--- src/rtl/pixel_pkg.sv ---
// Shared definitions for the pixel sequencer: FSM states, route_o bit map
// and the one-hot route codes built from it.
package pixel_pkg;

  typedef enum logic [2:0] {
    ST_IDLE  = 3'd0,
    ST_RST   = 3'd1,
    ST_INTEG = 3'd2,
    ST_SMP_A = 3'd3,
    ST_SMP_B = 3'd4,
    ST_CMP   = 3'd5,
    ST_DONE  = 3'd6
  } pix_state_e;

  localparam int ROUTE_W        = 5;
  localparam int ROUTE_OTA_OUT  = 0;
  localparam int ROUTE_SH_OUT   = 1;
  localparam int ROUTE_CMP_OUT  = 2;
  localparam int ROUTE_OTA_SH   = 3;
  localparam int ROUTE_VREF_CMP = 4;

  localparam logic [ROUTE_W-1:0] ROUTE_OH_OTA_OUT  = 5'b00001 << ROUTE_OTA_OUT;
  localparam logic [ROUTE_W-1:0] ROUTE_OH_SH_OUT   = 5'b00001 << ROUTE_SH_OUT;
  localparam logic [ROUTE_W-1:0] ROUTE_OH_CMP_OUT  = 5'b00001 << ROUTE_CMP_OUT;
  localparam logic [ROUTE_W-1:0] ROUTE_OH_OTA_SH   = 5'b00001 << ROUTE_OTA_SH;
  localparam logic [ROUTE_W-1:0] ROUTE_OH_VREF_CMP = 5'b00001 << ROUTE_VREF_CMP;

  // Width of a channel index; a single channel still needs one bit.
  function automatic int ch_width(input int n);
    return (n > 1) ? $clog2(n) : 1;
  endfunction

endpackage

--- src/rtl/pd_next_sel.sv ---
// Finds the lowest enabled channel above (or, with incl_i, at or above)
// from_i. found_o is low when no such channel exists.
module pd_next_sel
  import pixel_pkg::*;
#(
  parameter int N_PD = 12,
  parameter int CH_W = ch_width(N_PD)
) (
  input  logic [N_PD-1:0] mask_i,
  input  logic [CH_W-1:0] from_i,
  input  logic            incl_i,
  output logic            found_o,
  output logic [CH_W-1:0] idx_o
);

  // Priority search: scanning downwards lets the lowest hit win.
  always_comb begin
    found_o = 1'b0;
    idx_o   = '0;
    for (int i = N_PD - 1; i >= 0; i--) begin
      found_o = (mask_i[i] && ((CH_W'(i) > from_i) || (incl_i && (CH_W'(i) == from_i))))
                ? 1'b1 : found_o;
      idx_o   = (mask_i[i] && ((CH_W'(i) > from_i) || (incl_i && (CH_W'(i) == from_i))))
                ? CH_W'(i) : idx_o;
    end
  end

endmodule

--- src/rtl/pixel_seq_ctrl.sv ---
// Pixel readout sequencer: reset, integrate, then sample/compare each enabled
// photodiode channel in ascending order. All outputs come straight from flops;
// output flops are loaded from the decode of the *next* state so they line up
// with the state register.
module pixel_seq_ctrl
  import pixel_pkg::*;
#(
  parameter int N_PD = 12,
  parameter int TW   = 8
) (
  input  logic                wb_clk_i,
  input  logic                wb_rst_ni,
  input  logic                start_i,
  input  logic                abort_i,
  input  logic [N_PD-1:0]     pd_en_i,
  input  logic [TW-1:0]       t_rst_i,
  input  logic [TW-1:0]       t_int_i,
  input  logic [TW-1:0]       t_sh_i,
  input  logic [TW-1:0]       t_cmp_i,
  input  logic                vref_ext_i,
  input  logic                cmp_i,
  output logic                sh_rst_o,
  output logic                sw1_o,
  output logic                sw2_o,
  output logic                sh_o,
  output logic                sh_cmp_o,
  output logic [N_PD-1:0]     pd_a_o,
  output logic [N_PD-1:0]     pd_b_o,
  output logic [ROUTE_W-1:0]  route_o,
  output logic                vref_sel_o,
  output logic                busy_o,
  output logic                done_o,
  output logic                bits_valid_o,
  output logic [N_PD-1:0]     bits_o
);

  localparam int CH_W = ch_width(N_PD);

  pix_state_e        state_q, state_d;
  logic [TW-1:0]     cnt_q, cnt_d;
  logic [CH_W-1:0]   ch_q, ch_d;
  logic [N_PD-1:0]   mask_q, mask_d;
  logic [TW-1:0]     t_rst_q, t_rst_d, t_int_q, t_int_d;
  logic [TW-1:0]     t_sh_q, t_sh_d, t_cmp_q, t_cmp_d;
  logic              vref_q, vref_d;
  logic [N_PD-1:0]   bits_q, bits_d;
  logic              bits_valid_q, bits_valid_d;

  logic              sh_rst_q, sh_rst_d, sw1_q, sw1_d, sw2_q, sw2_d;
  logic              sh_q, sh_d, sh_cmp_q, sh_cmp_d;
  logic [N_PD-1:0]   pd_a_q, pd_a_d, pd_b_q, pd_b_d;
  logic [ROUTE_W-1:0] route_q, route_d;
  logic              vref_sel_q, vref_sel_d, busy_q, busy_d, done_q, done_d;

  logic [CH_W-1:0]   srch_from_s;
  logic              srch_incl_s;
  logic              nxt_found_s;
  logic [CH_W-1:0]   nxt_idx_s;
  logic              phase_end_s;

  // Counter reload value: a phase of t cycles counts t-1 down to 0; t=0 acts as 1.
  function automatic logic [TW-1:0] phase_load(input logic [TW-1:0] t);
    return (t == '0) ? '0 : (t - TW'(1));
  endfunction

  assign phase_end_s = (cnt_q == '0);

  // From CMP search strictly above the current channel; from INTEG start at 0.
  always_comb begin
    if (state_q == ST_CMP) begin
      srch_from_s = ch_q;
      srch_incl_s = 1'b0;
    end else begin
      srch_from_s = '0;
      srch_incl_s = 1'b1;
    end
  end

  pd_next_sel #(
    .N_PD (N_PD),
    .CH_W (CH_W)
  ) u_next_sel (
    .mask_i  (mask_q),
    .from_i  (srch_from_s),
    .incl_i  (srch_incl_s),
    .found_o (nxt_found_s),
    .idx_o   (nxt_idx_s)
  );

  // Next-state, phase counter, channel pointer and frame configuration latch.
  always_comb begin
    state_d      = state_q;
    cnt_d        = cnt_q;
    ch_d         = ch_q;
    mask_d       = mask_q;
    t_rst_d      = t_rst_q;
    t_int_d      = t_int_q;
    t_sh_d       = t_sh_q;
    t_cmp_d      = t_cmp_q;
    vref_d       = vref_q;
    bits_d       = bits_q;
    bits_valid_d = bits_valid_q;
    if (state_q == ST_IDLE) begin
      if (start_i) begin
        state_d      = ST_RST;
        cnt_d        = phase_load(t_rst_i);
        ch_d         = '0;
        mask_d       = pd_en_i;
        t_rst_d      = t_rst_i;
        t_int_d      = t_int_i;
        t_sh_d       = t_sh_i;
        t_cmp_d      = t_cmp_i;
        vref_d       = vref_ext_i;
        bits_d       = '0;
        bits_valid_d = 1'b0;
      end else begin
        state_d = ST_IDLE;
      end
    end else if (abort_i) begin
      // Abort wins over any phase completion in the same cycle.
      state_d      = ST_IDLE;
      cnt_d        = '0;
      ch_d         = '0;
      bits_valid_d = 1'b0;
    end else if (!phase_end_s) begin
      cnt_d = cnt_q - TW'(1);
    end else begin
      case (state_q)
        ST_RST: begin
          state_d = ST_INTEG;
          cnt_d   = phase_load(t_int_q);
        end
        ST_INTEG, ST_CMP: begin
          if (state_q == ST_CMP) begin
            bits_d[ch_q] = cmp_i;
          end else begin
            bits_d = bits_q;
          end
          if (nxt_found_s) begin
            state_d = ST_SMP_A;
            ch_d    = nxt_idx_s;
            cnt_d   = phase_load(t_sh_q);
          end else begin
            state_d      = ST_DONE;
            cnt_d        = '0;
            bits_valid_d = 1'b1;
          end
        end
        ST_SMP_A: begin
          state_d = ST_SMP_B;
          cnt_d   = phase_load(t_sh_q);
        end
        ST_SMP_B: begin
          state_d = ST_CMP;
          cnt_d   = phase_load(t_cmp_q);
        end
        ST_DONE: begin
          state_d = ST_IDLE;
          cnt_d   = '0;
          ch_d    = '0;
        end
        default: begin
          state_d = ST_IDLE;
          cnt_d   = '0;
          ch_d    = '0;
        end
      endcase
    end
  end

  // Output decode of the upcoming state, so the output flops track state_q.
  always_comb begin
    sh_rst_d = 1'b0;
    sw1_d    = 1'b0;
    sw2_d    = 1'b0;
    sh_d     = 1'b0;
    sh_cmp_d = 1'b0;
    pd_a_d   = '0;
    pd_b_d   = '0;
    done_d   = 1'b0;
    route_d  = ROUTE_OH_OTA_OUT;
    case (state_d)
      ST_IDLE:  route_d = ROUTE_OH_OTA_OUT;
      ST_RST: begin
        sh_rst_d = 1'b1;
        route_d  = ROUTE_OH_OTA_SH;
      end
      ST_INTEG: route_d = ROUTE_OH_OTA_SH;
      ST_SMP_A: begin
        pd_a_d[ch_d] = 1'b1;
        sw1_d        = 1'b1;
        sh_d         = 1'b1;
        route_d      = ROUTE_OH_SH_OUT;
      end
      ST_SMP_B: begin
        pd_b_d[ch_d] = 1'b1;
        sw2_d        = 1'b1;
        sh_d         = 1'b1;
        route_d      = ROUTE_OH_SH_OUT;
      end
      ST_CMP: begin
        sh_cmp_d = 1'b1;
        route_d  = vref_d ? ROUTE_OH_VREF_CMP : ROUTE_OH_CMP_OUT;
      end
      ST_DONE: begin
        done_d  = 1'b1;
        route_d = ROUTE_OH_OTA_OUT;
      end
      default:  route_d = ROUTE_OH_OTA_OUT;
    endcase
    busy_d     = (state_d != ST_IDLE);
    vref_sel_d = (state_d != ST_IDLE) ? vref_d : 1'b0;
  end

  // Sequencer state, counter and latched frame configuration.
  always_ff @(posedge wb_clk_i or negedge wb_rst_ni) begin
    if (!wb_rst_ni) begin
      state_q      <= ST_IDLE;
      cnt_q        <= '0;
      ch_q         <= '0;
      mask_q       <= '0;
      t_rst_q      <= '0;
      t_int_q      <= '0;
      t_sh_q       <= '0;
      t_cmp_q      <= '0;
      vref_q       <= 1'b0;
      bits_q       <= '0;
      bits_valid_q <= 1'b0;
    end else begin
      state_q      <= state_d;
      cnt_q        <= cnt_d;
      ch_q         <= ch_d;
      mask_q       <= mask_d;
      t_rst_q      <= t_rst_d;
      t_int_q      <= t_int_d;
      t_sh_q       <= t_sh_d;
      t_cmp_q      <= t_cmp_d;
      vref_q       <= vref_d;
      bits_q       <= bits_d;
      bits_valid_q <= bits_valid_d;
    end
  end

  // Registered switch controls, route select and status.
  always_ff @(posedge wb_clk_i or negedge wb_rst_ni) begin
    if (!wb_rst_ni) begin
      sh_rst_q   <= 1'b0;
      sw1_q      <= 1'b0;
      sw2_q      <= 1'b0;
      sh_q       <= 1'b0;
      sh_cmp_q   <= 1'b0;
      pd_a_q     <= '0;
      pd_b_q     <= '0;
      route_q    <= ROUTE_OH_OTA_OUT;
      vref_sel_q <= 1'b0;
      busy_q     <= 1'b0;
      done_q     <= 1'b0;
    end else begin
      sh_rst_q   <= sh_rst_d;
      sw1_q      <= sw1_d;
      sw2_q      <= sw2_d;
      sh_q       <= sh_d;
      sh_cmp_q   <= sh_cmp_d;
      pd_a_q     <= pd_a_d;
      pd_b_q     <= pd_b_d;
      route_q    <= route_d;
      vref_sel_q <= vref_sel_d;
      busy_q     <= busy_d;
      done_q     <= done_d;
    end
  end

  assign sh_rst_o     = sh_rst_q;
  assign sw1_o        = sw1_q;
  assign sw2_o        = sw2_q;
  assign sh_o         = sh_q;
  assign sh_cmp_o     = sh_cmp_q;
  assign pd_a_o       = pd_a_q;
  assign pd_b_o       = pd_b_q;
  assign route_o      = route_q;
  assign vref_sel_o   = vref_sel_q;
  assign busy_o       = busy_q;
  assign done_o       = done_q;
  assign bits_valid_o = bits_valid_q;
  assign bits_o       = bits_q;

endmodule

--- config.mk ---
export PLATFORM = sky130hd
export DESIGN_NAME = pixel_seq_ctrl
export DESIGN_NICKNAME = d
export VERILOG_FILES = /design/src/rtl/pixel_pkg.sv /design/src/rtl/pd_next_sel.sv /design/src/rtl/pixel_seq_ctrl.sv
export SDC_FILE = /design/constraint.sdc
export NUM_CORES = 1
export LEC_CHECK = 0
export CORE_MARGIN = 4
export CORE_UTILIZATION = 45
export CTS_BUF_LIST = sky130_fd_sc_hd__clkbuf_8
export CTS_CLUSTER_SIZE = 24
export DETAILED_ROUTE_END_ITERATION = 6
export PLACE_DENSITY = 0.73
export SLEW_MARGIN = 30
export SYNTH_ARGS = -nofsm -noshare
export SYNTH_HDL_FRONTEND = slang
export SYNTH_HIERARCHICAL = 1
export SYNTH_SLANG_ARGS = --single-unit
export TNS_END_PERCENT = 100
--- constraint.sdc ---
create_clock -name wb_clk_i -period 3.45 [get_ports wb_clk_i]
set_input_delay 0.8625 -clock wb_clk_i [delete_from_list [all_inputs] [get_ports wb_clk_i]]
set_output_delay 0.8625 -clock wb_clk_i [all_outputs]
set_load 0.005 [all_outputs]
---- Word-level counts from Yosys, hierarchy flattened ----
Cells that the tools add are included.
cells by class
  add/sub/neg operators ................... 5
  multipliers ............................. 0
  divide/modulo/power cells ............... 0
  order comparisons ....................... 16
  eq/ne operators ......................... 25
  shifts and indexed selects .............. 0
  mux-type cells .......................... 78
  bitwise gates (word level) .............. 0
  reduce and logical (&&, ||, !) cells .... 58
operators with widths
  cell                 count
  $mux 12              8
  $mux 4               18
  $mux 8               9
  $logic_not 8->1      5
  $sub 8x1->8 const B  5
  $pmux 8 s4           1
  $mux 1               31
  $logic_and 1x1->1    26
  $eq 3x4->1 const A   4
  $eq 4x4->1 const A   4
  $gt 3x4->1 const A   4
  $gt 4x4->1 const A   4
  $eq 3x3->1 const B   5
  $pmux 5 s3           1
  $bwmux 12            1
  $eq 3x2->1 const B   4
  $logic_or 1x1->1     12
  $mux 3               4
  $pmux 3 s4           1
  $lt 4x5->1 const B   2
  $reduce_bool 3->1    3
  $demux 1 s4          2
  $eq 2x4->1 const A   2
  $ge 4x1->1 const B   2
  17 further kinds     24
storage, ports and cells
  register bits after elaboration ......... 102
  bits in latches ......................... 0
  bits in writable memories ............... 0
  memory bits (read-only) ................. 0
  input bits .............................. 50
  output and inout bits ................... 50
  word-level logic and storage cells ...... 203
  memories kept ........................... 0

---- Longest topological paths before layout ----
  depth after elaboration ................. 28
  depth in mapped cells ................... 17
  gate-level depth less buffers ........... 14

---- Hierarchy ----
The synthesis kept the hierarchy.
modules (own cells, without submodules)
  module          times used  cells an instance  area each (µm²)  sequential area each (µm²)
  pixel_seq_ctrl  1           542                5250.0           2553.7
  pd_next_sel     1           60                 375.4            0.0

---- Least setup slack after synthesis ----
No wires, ideal clock.
  kind .................................... flip-flop to flip-flop
  start ................................... reg state_q[0]
  end ..................................... reg pd_b_q[4] (netlist: pd_b_o[4])
  setup time .............................. 83 ps
  data arrival time ....................... 3525 ps
  data required time ...................... 3367 ps
  setup slack ............................. -158 ps
  stages on the path, launching flop included .. 18
  path buffers ............................ 6
  period minus slack after synthesis ...... 3608 ps
  cell sequence ........................... dfrtp_1 > buf_4 > clkbuf_1 > and3_1 > buf_4 > nor3_2 > and3_1 > a31oi_1 > and4_1 > nand2_1 > clkbuf_1 > and2b_2 > a2bb2oi_1 > a211o_1 > or4b_1 > buf_2 > buf_6 > nor3_2
between the ends
  word-level cells in the longest chain between the ends .. 28
  elaborated cells on any way between the ends .. 111
  those cells by class .................... order compare: 14; eq/ne: 17; mux: 39; reduce/logical: 41
ends and longest elaborated chain
  item                                                                   line                   text
  start, declared                                                        pixel_seq_ctrl.sv:39   pix_state_e state_q, state_d;
  start signal, assigned                                                 pixel_seq_ctrl.sv:230  state_q <= state_d;
  $eq 3x3->1 *                                                           pixel_seq_ctrl.sv:70   if (state_q == ST_CMP) begin
  $mux 4 *                                                               pixel_seq_ctrl.sv:70
  via srch_from_s[1]                                                     pixel_seq_ctrl.sv:55   logic [CH_W-1:0] srch_from_s;
  branches (longest 15 deep; another with $gt 4x4->1)                    -
  $mux 1 *                                                               pd_next_sel.sv:22      ? 1'b1 : found_o;
  via nxt_found_s                                                        pixel_seq_ctrl.sv:57   logic nxt_found_s;
  $mux 4                                                                 pixel_seq_ctrl.sv:139  if (nxt_found_s) begin
  $pmux 4 s2                                                             pixel_seq_ctrl.sv:128  case (state_q)
  $mux 4                                                                 pixel_seq_ctrl.sv:125  end else if (!phase_end_s) begin
  $mux 4                                                                 pixel_seq_ctrl.sv:119  end else if (abort_i) begin
  $mux 4                                                                 pixel_seq_ctrl.sv:103  if (state_q == ST_IDLE) begin
  $lt 4x5->1 (implied by the code) / $ge 4x1->1 (equally long branches)  pixel_seq_ctrl.sv:196  pd_b_d[ch_d] = 1'b1;
  $logic_and 1x1->1 (implied by the code)                                pixel_seq_ctrl.sv:196
  $mux 1 (implied by the code)                                           pixel_seq_ctrl.sv:196
  $demux 1 s4                                                            pixel_seq_ctrl.sv:196
  $mux 12 *                                                              pixel_seq_ctrl.sv:182  case (state_d)
  via pd_b_d[4]                                                          pixel_seq_ctrl.sv:51   logic [N_PD-1:0] pd_a_q, pd_a_d, pd_b_q, pd_b_d;
  end signal, assigned                                                   pixel_seq_ctrl.sv:265  pd_b_q <= pd_b_d;
  end, declared                                                          pixel_seq_ctrl.sv:51
Mark *: on every way through the listed nets, which the timed path passes.
A chain may end at the register's enable or synchronous reset.

---- Worst setup path in the final report ----
  start ................................... reg state_q[1]
  end ..................................... reg pd_b_q[11] (netlist: pd_b_o[11])
between the ends
  elaborated cells on any way between the ends .. 111
  those cells by class .................... order compare: 14; eq/ne: 17; mux: 39; reduce/logical: 41
RTL lines
  item                                                                   line                   text
  $eq 3x3->1 *                                                           pixel_seq_ctrl.sv:70
  $mux 1 *                                                               pixel_seq_ctrl.sv:70
  via srch_incl_s                                                        pixel_seq_ctrl.sv:56   logic srch_incl_s;
  $logic_and 1x1->1                                                      pd_next_sel.sv:21      found_o = (mask_i[i] && ((CH_W'(i) > from_i) || (incl_i && (CH_W'(i) == from_i))))
  $logic_or 1x1->1                                                       pd_next_sel.sv:21
  $logic_and 1x1->1                                                      pd_next_sel.sv:21
  $mux 1 (11 in a row)                                                   pd_next_sel.sv:22
  $mux 1 *                                                               pd_next_sel.sv:22
  via nxt_found_s                                                        pixel_seq_ctrl.sv:57
  (+3 left out)                                                          -
  $mux 4                                                                 pixel_seq_ctrl.sv:119
  $mux 4                                                                 pixel_seq_ctrl.sv:103
  $lt 4x5->1 (implied by the code) / $ge 4x1->1 (equally long branches)  pixel_seq_ctrl.sv:196
  $logic_and 1x1->1 (implied by the code)                                pixel_seq_ctrl.sv:196
  $mux 1 (implied by the code)                                           pixel_seq_ctrl.sv:196
  $demux 1 s4                                                            pixel_seq_ctrl.sv:196
  $mux 12 *                                                              pixel_seq_ctrl.sv:182
  via pd_b_d[11]                                                         pixel_seq_ctrl.sv:51
Mark *: on every way through the listed nets, which the timed path passes. The rest lies on a longest branch.

==> impl_results.md <==
- Req. time, crit path: between 3 and 4 ns
- Synth top area share: between 40% and 50%
- CTS H-Tree Depth: 3
- DP Area: roughly 6900 um2
- Total CTS buffers: 9
- Final net count: a little under 800
- R2r setup slk: between 0.06 and 0.07 ns
- Share of layout cells above drive strength 1: between 10% and 20%
- Clk_skew: between 0.015 and 0.02 ns
- WP data arrival: between 3 and 4 ns
- Design area: ~7200 um2
- Peak supply drop: roughly 0.31 mV
- Critical Path Start: state_q[1]
- Power Dens Cells: approximately 580 nW/um2
- CTS Sinks: ~100
- Period Utilization, post-route: between 90% and 100%
- Seq cells post-synth: ~100
- Number of global-route vias before repair: a little under 5000
- Post-synth cell types: 79
- Worst-Skew Late Latency: roughly 0.38 ns
- Area grow syn2layout: 28.31%
- Primary FF master, synth: dfrtp_1
- Setup Viol. Count Final: 0
- CP Capture Type: flop
- Total GRT Usage: 20.54%
- Die Wd: 119.8 um
- Post-DP HPWL: between 10000 and 15000 um
- Yosys warnings: 6
- Worst slew pin tran: 0.6801 ns
- Post-Syn Area: ~5600 um2
- Mapped Cells: around 600
- Worst-path clk slew: 0.11 ns
- Placer Congestion: 0.8946
- Syn avg cell area: ~9.3 um2
- Hold Violations, Final: 0
- FMAX: ~0.30 GHz
- PortBufs: 99
- Fin cells: between 800 and 900
- Fin crit period: 3.387 ns
- Die height: ~120 um
- Commonest cells post-synth: dfrtp_1 (101), nand2_1 (80), o21ai_0 (61)
- Area leader, netlist: dfrtp_1
- Rel. slew slack: roughly 55%
- Crit path max-delay family: simple AND/OR/NAND/NOR gates
- Syn nets: 660
- Avg WL per Cell: about 16 um
- Synth async-reset ratio: 100.0%
- Placed Instances: a little under 900
- Status: complete, no violations
- Reg-to-Reg End: pd_b_o[11]
- Number of flops mapped to enable cells by yosys: 0
- Post-Route WL: 14660 um
- 1st-pass router iterations: 5
- Most frequent cell after synthesis: dfrtp_1
- Max clock buf depth: 2
- Routed Antenna Nets: 0
- Row Count: 40
- Clock root buffer: clkbuf_8
- HP Class: in2async
- Top post-synthesis cells by area: dfrtp_1 (45%), o21ai_0 (5.4%), nand2_1 (5.3%)
- First-pass GRT wire length: roughly 24000 um
- Core area: 12110 um2
- WS Path Type: reg2reg
- Worst path cell trace: nor2b_4, and2_4, inv_2, nand2b_4, and3_1, a31oi_2, and4_1, nand2_1, and2b_2, a2bb2oi_1, a211o_1, or4b_1, buf_6, nor3_2
- CP Buf/Inv Count: 2
- Final Max Slew Viols: 0
- DRT iter0 DRCs: 392
- Antenna violations before repair: 0
- Slowest CP cell: or4b_1
- CP Max Fanout: 15
- Initial core utilization: 46.45%
- Largest net degree at the start of global routing: 70
- Top Ports: 100
- Post-synthesis sequential area ratio: a little under half
- Leak: a little over 0.003 uW
- Vias: around 5100
- Worst Setup Start Kind: flop
- Full die area: about 14000 um2
- Reg-to-reg startpoint: state_q[1]
- DR vias/cell: between 5 and 6
- Antenna Cells: 0
- CP max stage delay: approximately 0.53 ns
- Cells on worst reg2reg path: 14
- TritonCTS clock tree: done
- Maxcap violations: 0
- Grt ovf: 0
- Residual DRC: 0
[worst reg2reg max path, cell delays in order (launching register included)]
cell and delay [ns]:
dfrtp_1 0.43, nor2b_4 0.18, and2_4 0.17, inv_2 0.09, nand2b_4 0.17, and3_1 0.21, a31oi_2 0.19, and4_1 0.24
nand2_1 0.09, and2b_2 0.20, a2bb2oi_1 0.14, a211o_1 0.31, or4b_1 0.53, buf_6 0.18, nor3_2 0.19
[how the worst max path moves through the flow]
| stage | end | depth (start not counted) |
|---|---|---|
| final | pd_b_o[11] | 14 |
| after global routing | pd_b_o[11] | 14 |
| after CTS | pd_b_o[11] | 13 |
| after detailed placement | pd_b_o[11] | 13 |
| after global placement | pd_b_o[11] | 13 |
| after floorplan | pd_b_o[4] | 16 |
[flip-flops by register name (all words and copies together) (netlist names), 3 cells and up]
name     count
bits_o      12
mask_q      12
pd_a_o      12
pd_b_o      12
cnt_q        8
t_cmp_q      8
t_int_q      8
t_sh_q       8
route_o      5
ch_q         4
state_q      3
[cells in the final DEF, fill, tap and decap left out, types with 5 or more instances in the layout]
cell,netlist,routed
o21ai_0,61,60
a31oi_1,9,7
o211ai_1,5,5
clkbuf_8,0,9
nand2b_1,11,10
nor3_1,27,24
xnor2_1,9,9
or3_1,7,7
dfrtp_1,101,101
or4_1,8,8
nor4_1,9,9
clkdlybuf4s50_1,0,98
mux2_2,15,15
nor2_1,32,32
inv_1,33,33
buf_4,4,34
nor3_2,10,13
ha_1,8,8
o31ai_1,7,7
nand2_1,80,80
nor2b_1,8,6
a21oi_1,33,33
[power by group]
part / total [uW] / switching [uW] / internal, uW
clock: 777 / 482 / 294
sequential: 1750 / 295 / 1460
combinational: 1650 / 908 / 745
[metrics by stage]
stage	utilization, %	hold slack [ns]	power, uW	worst slack, ns	TNS, ns
floorplan	-	0.4374	2826	0.009272	0
global placement	56.79	0.4602	3267	0.09077	0
detailed placement	56.79	0.4634	3339	-0.1009	-0.7485
CTS	58.67	0.4930	4121	0.002525	0
global route	59.60	0.5162	4480	-0.01173	-0.01939
finish	59.60	0.4730	4184	0.06315	0
[cell families after synthesis]
group           count (synthesis)  share of synthesized area, %
compound gates                168                         19.97
buf+inv                        63                         5.293
xor+xnor                       12                         1.868
mux                            16                         3.181
flops                         102                         45.40
simple gates                  233                         22.51
fa+ha+maj                       8                         1.779
[per-layer routing]
metal  track usage [%]  up-vias  part of all wire [%]
met1             29.22     2446                    46
met4             5.941        0                   1.8
met3             3.723       29                   5.8
met2             32.24      186                    46
li1                  -     2406                     -
met5                 0        -                     0
[cell type report]
type	count	area, um2
fillers	1049	4893
inverters	34	127.6
repair buffers	134	1259
multi-input cells	437	2858
clock buffers	9	123.9
clock inverters	7	86.33
flip-flops and latches	102	2554
well taps	168	210.2
[repair_timing]
action / 4_1_cts / 5_1_grt
gates resized for setup: 7 / 12
pin swaps: 0 / 5
hold buffers: 0 / 0
setup endpoints to repair: 12 / 24
setup buffers: 0 / 7
(Power assumes the default switching activity.)
==> patch 1, RTL diff (same settings) <==
Take the reset off `ch_q` and load it in a clocked block of its own.
--- a/src/rtl/pixel_seq_ctrl.sv
+++ b/src/rtl/pixel_seq_ctrl.sv
@@ -217,7 +217,6 @@
     if (!wb_rst_ni) begin
       state_q      <= ST_IDLE;
       cnt_q        <= '0;
-      ch_q         <= '0;
       mask_q       <= '0;
       t_rst_q      <= '0;
       t_int_q      <= '0;
@@ -229,7 +228,6 @@
     end else begin
       state_q      <= state_d;
       cnt_q        <= cnt_d;
-      ch_q         <= ch_d;
       mask_q       <= mask_d;
       t_rst_q      <= t_rst_d;
       t_int_q      <= t_int_d;
@@ -239,6 +237,10 @@
       bits_q       <= bits_d;
       bits_valid_q <= bits_valid_d;
     end
+  end
+
+  always_ff @(posedge wb_clk_i) begin
+    ch_q <= ch_d;
   end
 
   // Registered switch controls, route select and status.
Check against the original RTL: same outputs for any inputs over 4 cycles, from zero or initial values and one cycle with wb_rst_ni low; that may be too few to reach the edited logic, so the function may still have changed.
==> patch 1 against the unedited design <==
  * Critical path depth is the same
  * Worst hold slack better by 0.016 ns
  * Area after synthesis is 0.36% lower
  * Sequential cell count did not move
  * Critical endpoint is now pd_b_o[3]
  * Synthesized cell count stayed put
  * Maximum frequency is 0.77% higher
  * Final area shrank 0.16%
  * Final cell count is 0.34% lower
  * First-iteration DRC count grew 4.3%
  * Routed wire length down 0.77%
  * Power down 0.16%
  * Worst setup slack improved by 0.026 ns
  * Count of clock-buffer cells in the layout unchanged
==> patch 1: results (changes against the unedited design) <==
Synth Area per Inst=9.31 µm² (was 9.34 µm²); XOR/XNOR Fraction of Synth Area=0.0188 (was 0.0187); leakage component of the power=3.05 nW (was 3.09 nW); antenna diode count=0 (unchanged); final hold vios=0 (unchanged); remaining global-route overflow=0 (unchanged); vias in the first global route=4,838 (was 4,943); clock buffer depth=2 (unchanged); YS warnings=6 (unchanged); fraction of the mapped netlist area in adder cells=0.0179 (was 0.0178); clock latency at the later pin of the worst-skew pair=0.39 ns; Port Buffers=99 (unchanged); synth top area cells=sky130_fd_sc_hd__dfrtp_1 (43%), sky130_fd_sc_hd__o21ai_0 (5.4%), sky130_fd_sc_hd__nand2_1 (5.4%) (was sky130_fd_sc_hd__dfrtp_1 (45%), sky130_fd_sc_hd__o21ai_0 (5.4%), sky130_fd_sc_hd__nand2_1 (5.3%)); CP delay by family, top=simple AND/OR/NAND/NOR gates (unchanged); pin count of the biggest net entering global routing=55 (was 70); run status=finished clean (unchanged); Mapped Nets=660 (unchanged); final RePlAce weighted congestion=0.872 (was 0.895); Hold WC Path Type=flop to flop (was input port to async pin); register area share after synthesis=0.452 (was 0.454); fraction of final layout cells sized beyond drive strength 1=0.154 (was 0.156); largest clock skew in the final design=0.0161 ns (was 0.0182 ns); Worst Tran Pin Value=0.895 ns (was 0.680 ns); final WL=14.5 mm (was 14.7 mm); total number of nets in the final design=773 (was 776); worst vdd ir=0.000323 V (was 0.000314 V); compound-gate portion of the synthesized area=0.200 (about the same); number of levels in the clock H-tree=3 (unchanged); Largest stage delay, worst path=0.54 ns; library cells used by synthesis=80 (was 79); ranking of synthesized cells by instance count=sky130_fd_sc_hd__dfrtp_1 (97), sky130_fd_sc_hd__nand2_1 (80), sky130_fd_sc_hd__o21ai_0 (61), sky130_fd_sc_hd__a21oi_1 (33), sky130_fd_sc_hd__inv_1 (33) (was sky130_fd_sc_hd__dfrtp_1 (101), sky130_fd_sc_hd__nand2_1 (80), sky130_fd_sc_hd__o21ai_0 (61), sky130_fd_sc_hd__a21oi_1 (33), sky130_fd_sc_hd__inv_1 (33)); DR vias/cell=5.66 (was 5.69); Max Transition Viols Final=0 (unchanged); wire length of the first global-routing pass=23.8 mm (was 24.3 mm); Detailed Place HPWL=10.6 mm (was 11.0 mm); antenna violations before repair=0 (unchanged); share of synthesized flip-flops with an asynchronous set or reset=0.961 (was 1.00); routed vias=5,027 (was 5,067); iteration count of the initial detailed-routing pass=5 (unchanged); clock edge transition at the registers on the reported setup and hold paths=between 0.1 and 0.15 ns; Total GRT Usage=0.202 (was 0.205); drt initial violations=409 (was 392); Crit path arrival time=3.66 ns (was 3.68 ns); cell count after placement=863 (was 868); TritonCTS buffer count=9 (unchanged); largest fanout of any net on the critical path=15 (unchanged); worst setup slack before clock tree synthesis=-0.0934 ns (was -0.101 ns); Crit-path slowest cell=sky130_fd_sc_hd__or4b_4 (was sky130_fd_sc_hd__or4b_1); clock tree root buffer cell=sky130_fd_sc_hd__clkbuf_8 (unchanged); post-synthesis mux area share=0.0319 (was 0.0318)
[patch 1: cell count changes after synthesis, sizes merged]
| cell | unedited run | this run |
|---|---|---|
| dfxtp | 0 | 4 |
| dfrtp | 101 | 97 |
[patch 1: path summary, 6_finish.rpt]
check                           startpoint   endpoint  slack, ns  depth (start not counted)
worst max-delay path            state_q[1]  pd_b_o[3]       0.09                         14
worst min-delay path             mask_q[6]  mask_q[6]       0.49                          2
worst max register to register  state_q[1]  pd_b_o[3]       0.09                         14
worst min register to register   mask_q[6]  mask_q[6]       0.49                          2
max in group asynchronous        wb_rst_ni  bits_o[2]       2.26                          2
min in group asynchronous        wb_rst_ni  t_sh_q[0]       0.52                          1
[patch 1: metal layers]
metal | wire, µm | GRT usage | up-vias
met5 | 0 | 0 | -
met4 | 182 | 0.0487 | 0
met3 | 885 | 0.0363 | 22
met2 | 6710 | 0.316 | 189
met1 | 6770 | 0.293 | 2404
li1 | - | - | 2412
[patch 1: repair_timing]
action                                  4_1_cts  5_1_grt
endpoints found under the setup margin       12       30
hold buffers                                  0        0
gates resized for setup                       5       16
setup buffers                                 2        7
pin swaps                                     2        3
[patch 1: power breakdown]
part	leakage [nW]	total, mW	switching (mW)	internal, mW
clock	0.105	0.777	0.482	0.295
combinational	1.64	1.65	0.920	0.730
sequential	1.31	1.75	0.292	1.46
[patch 1: final cells by class]
type | instances | area (µm²)
Multi-Input combinational cell | 437 | 2850
Tap cell | 168 | 210
Timing Repair Buffer | 131 | 1270
Clock buffer | 9 | 124
Sequential cell | 102 | 2530
Inverter | 34 | 128
Clock inverter | 7 | 91.3
Fill cell | 1060 | 4900
[patch 1: stage by stage]
stage	hold WS, ns	cell area (µm²)
detailed placement	0.468	6830
floorplan	0.437	5630
finish	0.489	7210
CTS	0.495	7080
global placement	0.461	6830
global route	0.513	7210
==> patch 2, RTL diff (same settings) <==
Without the edit above. `TW`: 8 -> 16.
--- a/src/rtl/pixel_seq_ctrl.sv
+++ b/src/rtl/pixel_seq_ctrl.sv
@@ -6,7 +6,7 @@
   import pixel_pkg::*;
 #(
   parameter int N_PD = 12,
-  parameter int TW   = 8
+  parameter int TW   = 16
 ) (
   input  logic                wb_clk_i,
   input  logic                wb_rst_ni,
Ports: changed (resized t_cmp_i, t_int_i, t_rst_i and t_sh_i); port bits go from 100 to 132. The function was not compared with the original's and may differ.
==> patch 2 against the unedited design <==
  * Routed wire length rose by 44%
  * First-iteration DRC count increased by 62%
  * Count of clock-buffer cells in the layout is 8 higher
  * Die area up 36%
  * Power increased by 60%
  * Combinational power up 67%
  * Worst setup slack improved by 0.075 ns
  * Area after synthesis rose by 39%
  * Critical path depth fell by 1
  * Final area up 38%
  * Sequential cell count is 32 higher
  * Synthesized cell count increased by 37%
  * Critical path type unchanged
  * Critical endpoint is now pd_a_o[2]
  * Largest cell class unchanged
  * Highest routed layer unchanged
==> patch 2: results (changes against the unedited design) <==
Largest stage delay, worst path=0.38 ns (was 0.53 ns); GR met1 Demand/Resource=0.322 (was 0.292); worst setup slack before clock tree synthesis=-0.0176 ns (was -0.101 ns); Placed Area=9500 µm² (was 6880 µm²); largest fanout of any net on the critical path=8 (was 15); FF-to-FF setup slack=0.14 ns (was 0.06 ns); amount of wire on met2 after detailed routing=9.14 mm (was 6.80 mm); final RePlAce weighted congestion=0.960 (was 0.895); iteration count of the initial detailed-routing pass=6 (was 5); GR Util met2=0.303 (was 0.322); drt initial violations=636 (was 392); wire length of the first global-routing pass=34.1 mm (was 24.3 mm); pin count of the biggest net entering global routing=66 (was 70); final WL=21.1 mm (was 14.7 mm); vias in the first global route=6,506 (was 4,943); Port Buffers=131 (was 99); leakage component of the power=4.00 nW (was 3.09 nW); number of levels in the clock H-tree=4 (was 3); met3 routed WL=1.67 mm (was 845 µm); wire per inst=17.5 µm (was 16.5 µm); DR vias/cell=5.77 (was 5.69); cell count after placement=1,168 (was 868); run status=finished clean (unchanged); Crit. Startpoint=state_q[2] (was state_q[1]); synth top area cells=sky130_fd_sc_hd__dfrtp_1 (43%), sky130_fd_sc_hd__mux2_2 (7.8%), sky130_fd_sc_hd__o21ai_0 (4.2%) (was sky130_fd_sc_hd__dfrtp_1 (45%), sky130_fd_sc_hd__o21ai_0 (5.4%), sky130_fd_sc_hd__nand2_1 (5.3%))
[patch 2: power breakdown]
group | internal [mW] | switching, mW
Sequential | 2.06 | 0.654
Combinational | 1.30 | 1.46
Clock | 0.525 | 0.694
[patch 2: what timing repair did]
action / 4_1_cts / 5_1_grt
endpoints found under the hold margin: 0 / 0
pin swaps: 0 / 2
endpoints found under the setup margin: 9 / 38
resized for setup: 4 / 14
setup buffers: 0 / 2
hold buffers: 0 / 0
gates cloned: 0 / 0
[patch 2: cell type report]
type	count	area, µm²
Inverter	24	90.1
Timing Repair Buffer	168	1610
Sequential cell	134	3350
Clock inverter	15	131
Multi-Input combinational cell	624	4250
Fill cell	1497	6870
Tap cell	220	275
Clock buffer	17	234
[patch 2: worst min-delay path by stage]
stage / from / end / slack (ns) / cells past startpoint
floorplan: mask_q[1] / mask_q[1] / 0.47 / 1
global placement: mask_q[5] / mask_q[5] / 0.48 / 1
detailed placement: mask_q[5] / mask_q[5] / 0.49 / 1
CTS: wb_rst_ni / t_cmp_q[6] / 0.38 / 1
global route: wb_rst_ni / t_cmp_q[1] / 0.42 / 1
finish: wb_rst_ni / t_cmp_q[6] / 0.39 / 1
[patch 2: kinds of logic (layout without fill, tap and decap cells)]
| group | count (synthesis) | after routing | share of synthesized area |
|---|---|---|---|
| and+or+nand+nor | 304 | 304 | 0.213 |
| AOI/OAI and AO/OA | 207 | 207 | 0.174 |
| DFF | 134 | 134 | 0.430 |
| buffers and inverters | 65 | 224 | 0.0364 |
| muxes | 56 | 56 | 0.0804 |
| xor gates and xnor gates | 50 | 50 | 0.0561 |
| adders and majority gates | 7 | 7 | 0.0112 |
